File: src/rtl/calc1_port_driver_if.sv
// Signal bundle between the sequencer, the calc1 port driver and the calc1 port.
// The master modport is the driver's view; slave is the environment's view.
interface calc1_port_driver_if;
  logic        txn_valid;
  logic        txn_ready;
  logic [0:3]  txn_cmd;
  logic [0:31] txn_op1;
  logic [0:31] txn_op2;
  logic [0:3]  req_cmd_in;
  logic [0:31] req_data_in;
  logic [0:1]  out_resp;
  logic [0:31] out_data;
  logic        res_valid;
  logic [0:1]  res_resp;
  logic [0:31] res_data;
  logic        res_timeout;
  logic        proto_err;

  modport master (
    input  txn_valid, txn_cmd, txn_op1, txn_op2, out_resp, out_data,
    output txn_ready, req_cmd_in, req_data_in, res_valid, res_resp, res_data, res_timeout,
           proto_err
  );

  modport slave (
    output txn_valid, txn_cmd, txn_op1, txn_op2, out_resp, out_data,
    input  txn_ready, req_cmd_in, req_data_in, res_valid, res_resp, res_data, res_timeout,
           proto_err
  );
endinterface

File: src/rtl/calc1_port_driver.sv
// Drives one calc1 transaction at a time: command+op1, then op2, then waits for a response
// (or gives up after TIMEOUT WAIT cycles) and presents the result for one cycle.
module calc1_port_driver #(
  parameter int unsigned TIMEOUT = 31
) (
  input logic                 c_clk,
  input logic                 reset_n,
  calc1_port_driver_if.master bus
);

  localparam logic [2:0] StIdle  = 3'd0;
  localparam logic [2:0] StSend1 = 3'd1;
  localparam logic [2:0] StSend2 = 3'd2;
  localparam logic [2:0] StWait  = 3'd3;
  localparam logic [2:0] StDone  = 3'd4;

  localparam logic [7:0] TimeoutLast = 8'(TIMEOUT - 1);

  logic [2:0]  r_state;
  logic [7:0]  r_cnt;
  logic [0:3]  r_cmd;
  logic [0:31] r_op1;
  logic [0:31] r_op2;
  logic [0:1]  r_res_resp;
  logic [0:31] r_res_data;
  logic        r_res_timeout;
  logic        r_proto_err;

  logic [2:0]  w_state_nxt;
  logic [7:0]  w_cnt_nxt;
  logic        w_accept;
  logic        w_capture;
  logic        w_expire;
  logic        w_resp_seen;

  assign w_resp_seen = (bus.out_resp != 2'd0);
  assign w_accept    = (r_state == StIdle) && bus.txn_valid;

  always_comb begin
    w_state_nxt = r_state;
    w_cnt_nxt   = r_cnt;
    w_capture   = 1'b0;
    w_expire    = 1'b0;
    case (r_state)
      StIdle:  if (bus.txn_valid) w_state_nxt = StSend1;
      StSend1: w_state_nxt = StSend2;
      StSend2: begin
        w_state_nxt = StWait;
        w_cnt_nxt   = 8'd0;
      end
      StWait: begin
        // A response on the expiry edge still counts as a real result.
        if (w_resp_seen) begin
          w_capture   = 1'b1;
          w_state_nxt = StDone;
        end else if (r_cnt == TimeoutLast) begin
          w_expire    = 1'b1;
          w_state_nxt = StDone;
        end else begin
          w_cnt_nxt = r_cnt + 8'd1;
        end
      end
      StDone:  w_state_nxt = StIdle;
      default: w_state_nxt = StIdle;
    endcase
  end

  always_ff @(posedge c_clk or negedge reset_n) begin
    if (!reset_n) begin
      r_state       <= StIdle;
      r_cnt         <= 8'd0;
      r_cmd         <= '0;
      r_op1         <= '0;
      r_op2         <= '0;
      r_res_resp    <= '0;
      r_res_data    <= '0;
      r_res_timeout <= 1'b0;
      r_proto_err   <= 1'b0;
    end else begin
      r_state <= w_state_nxt;
      r_cnt   <= w_cnt_nxt;
      if (w_accept) begin
        r_cmd <= bus.txn_cmd;
        r_op1 <= bus.txn_op1;
        r_op2 <= bus.txn_op2;
      end
      if (w_capture) begin
        r_res_resp    <= bus.out_resp;
        r_res_data    <= bus.out_data;
        r_res_timeout <= 1'b0;
      end else if (w_expire) begin
        r_res_resp    <= '0;
        r_res_data    <= '0;
        r_res_timeout <= 1'b1;
      end
      if (r_state != StWait && w_resp_seen) r_proto_err <= 1'b1;
    end
  end

  assign bus.txn_ready   = (r_state == StIdle);
  assign bus.req_cmd_in  = (r_state == StSend1) ? r_cmd : 4'd0;
  assign bus.req_data_in = (r_state == StSend1) ? r_op1 :
                           (r_state == StSend2) ? r_op2 : 32'd0;
  assign bus.res_valid   = (r_state == StDone);
  assign bus.res_resp    = r_res_resp;
  assign bus.res_data    = r_res_data;
  assign bus.res_timeout = r_res_timeout;
  assign bus.proto_err   = r_proto_err;

endmodule

File: src/flat_wrapper.sv
// flat-port wrapper written by rule: the top's interface ports become plain ports
module calc1_port_driver_flat 
#(
  parameter int unsigned TIMEOUT = 31
)
  (c_clk, reset_n, bus_txn_valid, bus_txn_cmd, bus_txn_op1, bus_txn_op2, bus_out_resp, bus_out_data, bus_txn_ready, bus_req_cmd_in, bus_req_data_in, bus_res_valid, bus_res_resp, bus_res_data, bus_res_timeout, bus_proto_err);
  calc1_port_driver_if bus_i ();
  input logic c_clk;
  input logic reset_n;
  input wire logic [$bits(bus_i.txn_valid)-1:0] bus_txn_valid;
  input wire logic [$bits(bus_i.txn_cmd)-1:0] bus_txn_cmd;
  input wire logic [$bits(bus_i.txn_op1)-1:0] bus_txn_op1;
  input wire logic [$bits(bus_i.txn_op2)-1:0] bus_txn_op2;
  input wire logic [$bits(bus_i.out_resp)-1:0] bus_out_resp;
  input wire logic [$bits(bus_i.out_data)-1:0] bus_out_data;
  output wire logic [$bits(bus_i.txn_ready)-1:0] bus_txn_ready;
  output wire logic [$bits(bus_i.req_cmd_in)-1:0] bus_req_cmd_in;
  output wire logic [$bits(bus_i.req_data_in)-1:0] bus_req_data_in;
  output wire logic [$bits(bus_i.res_valid)-1:0] bus_res_valid;
  output wire logic [$bits(bus_i.res_resp)-1:0] bus_res_resp;
  output wire logic [$bits(bus_i.res_data)-1:0] bus_res_data;
  output wire logic [$bits(bus_i.res_timeout)-1:0] bus_res_timeout;
  output wire logic [$bits(bus_i.proto_err)-1:0] bus_proto_err;
  assign bus_i.txn_valid = bus_txn_valid;
  assign bus_i.txn_cmd = bus_txn_cmd;
  assign bus_i.txn_op1 = bus_txn_op1;
  assign bus_i.txn_op2 = bus_txn_op2;
  assign bus_i.out_resp = bus_out_resp;
  assign bus_i.out_data = bus_out_data;
  assign bus_txn_ready = bus_i.txn_ready;
  assign bus_req_cmd_in = bus_i.req_cmd_in;
  assign bus_req_data_in = bus_i.req_data_in;
  assign bus_res_valid = bus_i.res_valid;
  assign bus_res_resp = bus_i.res_resp;
  assign bus_res_data = bus_i.res_data;
  assign bus_res_timeout = bus_i.res_timeout;
  assign bus_proto_err = bus_i.proto_err;
  calc1_port_driver #(.TIMEOUT(TIMEOUT)) u_core (.c_clk(c_clk), .reset_n(reset_n), .bus(bus_i));
endmodule
File: config.mk
export PLATFORM = sky130hd
export DESIGN_NAME = calc1_port_driver_flat
export DESIGN_NICKNAME = d
export VERILOG_FILES = /design/src/rtl/calc1_port_driver_if.sv /design/src/rtl/calc1_port_driver.sv /design/src/flat_wrapper.sv
export SDC_FILE = /design/constraint.sdc
export NUM_CORES = 1
export LEC_CHECK = 0
export BUFFER_PORTS_ARGS = -buffer_cell sky130_fd_sc_hd__buf_2
export CAP_MARGIN = 20
export CORE_MARGIN = 5
export CORE_UTILIZATION = 54
export CTS_BUF_LIST = sky130_fd_sc_hd__clkbuf_2
export DETAILED_ROUTE_END_ITERATION = 6
export GPL_TIMING_DRIVEN = 0
export PLACE_DENSITY = 0.87
export SYNTH_ARGS = -nofsm -noshare
export SYNTH_HDL_FRONTEND = slang
export SYNTH_SLANG_ARGS = --single-unit
File: constraint.sdc
create_clock -name c_clk -period 2.6 [get_ports c_clk]
set_input_delay 0.26 -clock c_clk [delete_from_list [all_inputs] [get_ports c_clk]]
set_output_delay 0.26 -clock c_clk [all_outputs]
set_load 0.01 [all_outputs]
# Word-level counts from Yosys, hierarchy flattened
# Cells that the tools add are included.
# totals
out_inout_bits	74
regBits	115
# classes
reduce_logical	8
addsub	1
n_mux	21
n_eq_ne	10
# op_table
cell	count
2-to-1 mux 32 bit	4
2-to-1 mux 8 bit	2
one-hot mux 8 bit (2 select lines)	1
one-hot mux 3 bit (4 select lines)	1
2-to-1 mux 3 bit	3
adder 8 x 1 -> 8 bit (second input constant)	1
== test 8 x 5 -> 1 bit (second input constant)	1
2-to-1 mux 1 bit	7
== test 3 x 2 -> 1 bit (second input constant)	2
!= test 2 bit (second input constant)	3
nonzero test 2 bit	3
2-to-1 mux 2 bit	2
2-to-1 mux 4 bit	1
== test 3 x 1 -> 1 bit (second input constant)	1
== test 3 bit (second input constant)	1
zero test 3 bit	1
!= test 3 x 1 -> 1 bit (second input constant)	1
!= test 3 x 2 -> 1 bit (second input constant)	1
AND reduction 3 bit	1
logical AND 1 bit	2
AND reduction 2 bit	1

# Logic depth before layout (Yosys ltp)
# logic_depth
word_depth	6
ltp_mapped	8

# Worst setup path after synthesis
# OpenSTA, ideal clock, no wires.
# synth_path
path_type	reg-to-reg
startpoint	register u_core.r_state[2]
endpoint	register u_core.r_op1[1] in the netlist's numbering
arrival_ps	1728
path_buffers	4
slack_ps	748
path_stages_with_launch	8
required_ps	2475
setup_ps	125
path_cell_list	dfrtp_1 > buf_6 > nor3_1 > and2_1 > buf_2 > buf_6 > buf_6 > mux2_2
# synth_via
elab_chain_cells	2
# synth_lines
element	line_no	text
start: declaration	calc1_port_driver.sv:19	logic [2:0] r_state;
start signal: assignment	calc1_port_driver.sv:70	r_state <= StIdle;
start signal: assignment	calc1_port_driver.sv:80	r_state <= w_state_nxt;
zero test 3 bit	n/a	
net bus_txn_ready	flat_wrapper.sv:16	output wire logic [$bits(bus_i.txn_ready)-1:0] bus_txn_ready;
logical AND 1 bit	calc1_port_driver.sv:37	assign w_accept = (r_state == StIdle) && bus.txn_valid;
end signal: assignment	calc1_port_driver.sv:84	r_op1 <= bus.txn_op1;
end: declaration	calc1_port_driver.sv:22	logic [0:31] r_op1;
# The timed path passes the listed nets, and every way through them passes these cells.
# A chain may end at the register's enable or synchronous reset.

# Final worst setup path
# layout_path
startpoint	register u_core.r_state[2]
endpoint	output port bus_req_data_in[24]
# layout_via
elab_chain_cells	3
elab_cells_between_ends	4
classes_between	eq/ne (2); mux (2)
# layout_lines
element	line_no	text
== test 3 x 2 -> 1 bit	calc1_port_driver.sv:103	(r_state == StSend2) ? r_op2 : 32'd0;
2-to-1 mux 32 bit	calc1_port_driver.sv:103	
2-to-1 mux 32 bit (*)	calc1_port_driver.sv:102	assign bus.req_data_in = (r_state == StSend1) ? r_op1 :
end: declaration	flat_wrapper.sv:18	output wire logic [$bits(bus_i.req_data_in)-1:0] bus_req_data_in;
# Every way passes the cells marked *; elsewhere a longest branch is shown, timed or not.

==> flow_metrics.env <==
export IMPL_switching_share=0.3687
export IMPL_power_leakage_nw=3.538
export IMPL_wire_per_inst_um=20.02
export IMPL_required_ps=2340
export IMPL_drc_errors=0
export IMPL_grt_remaining_overflow=0
export IMPL_reg2reg_depth=7
export IMPL_synthDistinctLibCells=35
export IMPL_drt_total_wl_um=15120
export IMPL_first_pass_iters=5
export IMPL_finalCriticalPeriod_ps=2397
export IMPL_power_frac_comb=0.446
export IMPL_tritoncts="built"
export IMPL_ys_seq_elements=115
export IMPL_p_clk_frac=0.156
export IMPL_clkLatencyLatePin_ps=630
export IMPL_fin_util=0.8250
export IMPL_critical_path_peak_fanout=10
export IMPL_hpwlAfterDp_um=8776
export IMPL_fin_tns_setup_ps=0
export IMPL_grt_pass1_wl_um=24420
export IMPL_status="finished, final reports clean"
export IMPL_nets=742
export IMPL_die_x_um=104.0
export IMPL_rsz0062_at_grt="no"
export IMPL_clock_sinks=115
export IMPL_dieArea_um2=10820
export IMPL_grt_util_all_layers=0.2841
export IMPL_internal_power_mw=5.014
export IMPL_worst_clock_skew_ps=33.01
export IMPL_yosysWarnings=0
export IMPL_tightest_slew_ps=702.4
export IMPL_hold_path_class="in -> async"
export IMPL_maxCapViolations=0
export IMPL_drt_iter0_drc=247
export IMPL_power_switching_mw=2.929
export IMPL_drive_gt1_frac=0.4799
export IMPL_grt_start_max_net_pins=63
export IMPL_endpoint_kind="primary output"
export IMPL_clock_path_buffers=2
export IMPL_fillCellCount=465
export IMPL_seq_power_share=0.398
export IMPL_initial_core_util=0.5500
export IMPL_finalSetupViolCount=0
export IMPL_num_io_pins=179
export IMPL_p_per_area_nw_per_um2=1109
export IMPL_synthCells=331
export IMPL_cp_arrival_ps=2140
export IMPL_root_buffer="clkbuf_2"
export IMPL_syn_num_nets=438
export IMPL_area_growth_pct=49.99
export IMPL_startpoint_type="flop"
export IMPL_path_class="reg -> out"
export IMPL_ir_drop_mv=0.6629
export IMPL_fin_crit_sh=0.9218
export IMPL_seq_area_frac_synth=0.6029
export IMPL_finalMaxSlewViolations=0
export IMPL_numCtsBuffers=17
export IMPL_gp_congestion=0.8142
export IMPL_fp_row_count=34
export IMPL_via_per_inst=5.558
export IMPL_fmax_ghz=0.4172
export IMPL_syn_cell_area_um2=4773
export IMPL_clkTransAtPathRegs_ps=180
export IMPL_portBuffers=178
export IMPL_coreArea_um2=8678
export IMPL_num_vias=4196
export IMPL_cts_max_level=4
export IMPL_grt_pass1_vias=4799
export IMPL_die_h_um=104.0
export IMPL_hold_violations=0
export IMPL_ant_nets=0
export IMPL_relSlewSlack=0.5317
export IMPL_synth_avg_cell_area_um2=14.42
export IMPL_antenna_found_initial=1
[kinds of logic (layout without fill, tap and decap cells)]
logic type               after synthesis  after routing  share of synthesized area
adder cells (fa/ha/maj)                2              2                   0.005242
AO/OA/AOI/OAI                         87             87                     0.1515
flip-flops                           115            115                     0.6029
buffers and inverters                 27            342                    0.03591
other                                  0              1                          0
AND/OR/NAND/NOR                       30             30                    0.03879
multiplexers                          70             70                     0.1657
[synth_stat cells]
master     number  area (um^2)
or3_2           1        7.510
or2_1           2        12.51
buf_4           4        30.03
nand2_1         3        11.26
dfrtp_1       115         2878
ha_1            2        25.02
nor2_1          6        22.52
a21oi_1         7        35.03
nor3b_2         2        25.02
and2_1          5        31.28
o21a_1          2        15.01
mux2i_1         1        10.01
nand4bb_1       1        11.26
a41oi_1         2        17.52
buf_6           6        67.56
a21o_1          1        7.510
o211a_4         1        17.52
a22o_1         64        560.5
nand3b_1        2        15.01
mux2_4          1        15.01
clkbuf_1        6        22.52
nor3b_1         1        7.510
and3b_1         1        8.760
o31ai_1         1        7.510
a31oi_1         4        25.02
mux2_2         68        765.7
inv_1           3        11.26
a22o_2          2        20.02
o21ai_0         2        10.01
nand3_1         3        15.01
nor3_1          1        5.000
buf_2           8        40.04
nand4_1         1        6.260
o21bai_1        1        7.510
and3_1          1        6.260
[per-stage QoR]
stage	power (mW)	hold WS [ps]	cells	instance area (um^2)	setup slack [ps]
4_1_cts	7.808	155.8	753	7146	74.47
3_3_place_gp	6.244	455.9	617	5799	9.394
3_5_place_dp	6.425	345.8	618	5829	359.2
6_report	7.943	206.3	755	7159	203.3
2_1_floorplan	5.175	-35.59	331	4773	747.5
5_1_grt	8.362	162.7	755	7159	13.84
[final timing paths]
| check | slack, ps | to | startpoint |
|---|---|---|---|
| min | 210 | u_core.bus.res_data[29]$_DFFE_PN0P_ | reset_n |
| max in group asynchronous | 1650 | u_core.r_cnt[4]$_DFFE_PN0P_ | reset_n |
| max | 200 | bus_req_data_in[24] | u_core.r_state[2]$_DFFE_PN0P_ |
| min reg2reg | 490 | u_core.r_cnt[7]$_DFFE_PN0P_ | u_core.r_cnt[7]$_DFFE_PN0P_ |
| max reg2reg | 620 | u_core.r_op1[2]$_DFFE_PN0P_ | u_core.r_state[2]$_DFFE_PN0P_ |
| min in group c_clk | 370 | u_core.r_op2[23]$_DFFE_PN0P_ | bus_txn_op2[8] |
[layout by cell type (no fill, tap or decap), types with 2 or more instances in the layout]
| master | instances |
|---|---|
| nor3b_4 | 2 |
| dlygate4sd3_1 | 104 |
| dfrtp_1 | 114 |
| and2_1 | 5 |
| ha_1 | 2 |
| a22o_1 | 64 |
| a21oi_1 | 7 |
| o21a_1 | 2 |
| clkinv_4 | 2 |
| nor2_1 | 6 |
| clkinvlp_4 | 5 |
| mux2_2 | 68 |
| inv_1 | 3 |
| a31oi_1 | 4 |
| buf_6 | 6 |
| or2_1 | 2 |
| o21ai_0 | 2 |
| buf_4 | 7 |
| nand3_1 | 3 |
| nand2_1 | 3 |
| buf_2 | 187 |
| a41oi_1 | 2 |
| a22o_2 | 2 |
| nand3b_1 | 2 |
| clkbuf_2 | 20 |
| bufinv_16 | 3 |
[power by group through the flow]
| stage | logic (mW) | clock network [mW] | registers, mW |
|---|---|---|---|
| final | 3.54 | 1.24 | 3.16 |
| after global routing | 3.78 | 1.34 | 3.24 |
| after CTS | 3.46 | 1.24 | 3.11 |
| after detailed placement | 3.29 | 0 | 3.13 |
| after global placement | 3.18 | 0 | 3.06 |
| after floorplan | 2.03 | 0 | 3.15 |
[what timing repair did]
item | CTS | global route
setup endpoints to repair | 34 | 30
buffers inserted | 1 | 1
pin swaps | 0 | 1
hold endpoints to repair | 158 | 0
hold buffers | 104 | 0
gates cloned | 0 | 0
gates resized for setup | 8 | 5
[flip-flops by register name (all words and copies together) (netlist names), 2 cells and up]
signal,flops
u_core.r_state,3
u_core.r_op1,32
u_core.bus.res_data,32
u_core.r_cmd,4
u_core.r_op2,32
u_core.bus.res_resp,2
u_core.r_cnt,8
[cell type report]
type                            count  area (um^2)  share of cell area
Multi-Input combinational cell    189         1737              0.2426
Clock buffer                       17        85.08             0.01188
Sequential cell                   115         2879              0.4021
Timing Repair Buffer              285         1977              0.2761
Clock inverter                     13        162.7             0.02272
Tap cell                          108        135.1             0.01887
Antenna cell                        1        2.502           0.0003495
Inverter                            3        11.26            0.001573
Buffer                             24        170.2             0.02377
[critical path, stage by stage, from the launching register on]
cell and delay [ps]:
dfrtp_1 420, buf_6 140, nor3b_4 340, buf_2 310, a22o_1 170, buf_2 150
[metal layers]
metal / track usage / routed length (um) / vias to the layer above
met2: 0.4895 / 8121 / 203
met4: 0.1674 / 795 / 0
met1: 0.3079 / 5355 / 2071
met3: 0.08380 / 843 / 68
li1: - / - / 1854
met5: 0 / 0 / -
No activity file was read; power rests on OpenSTA's default activity.
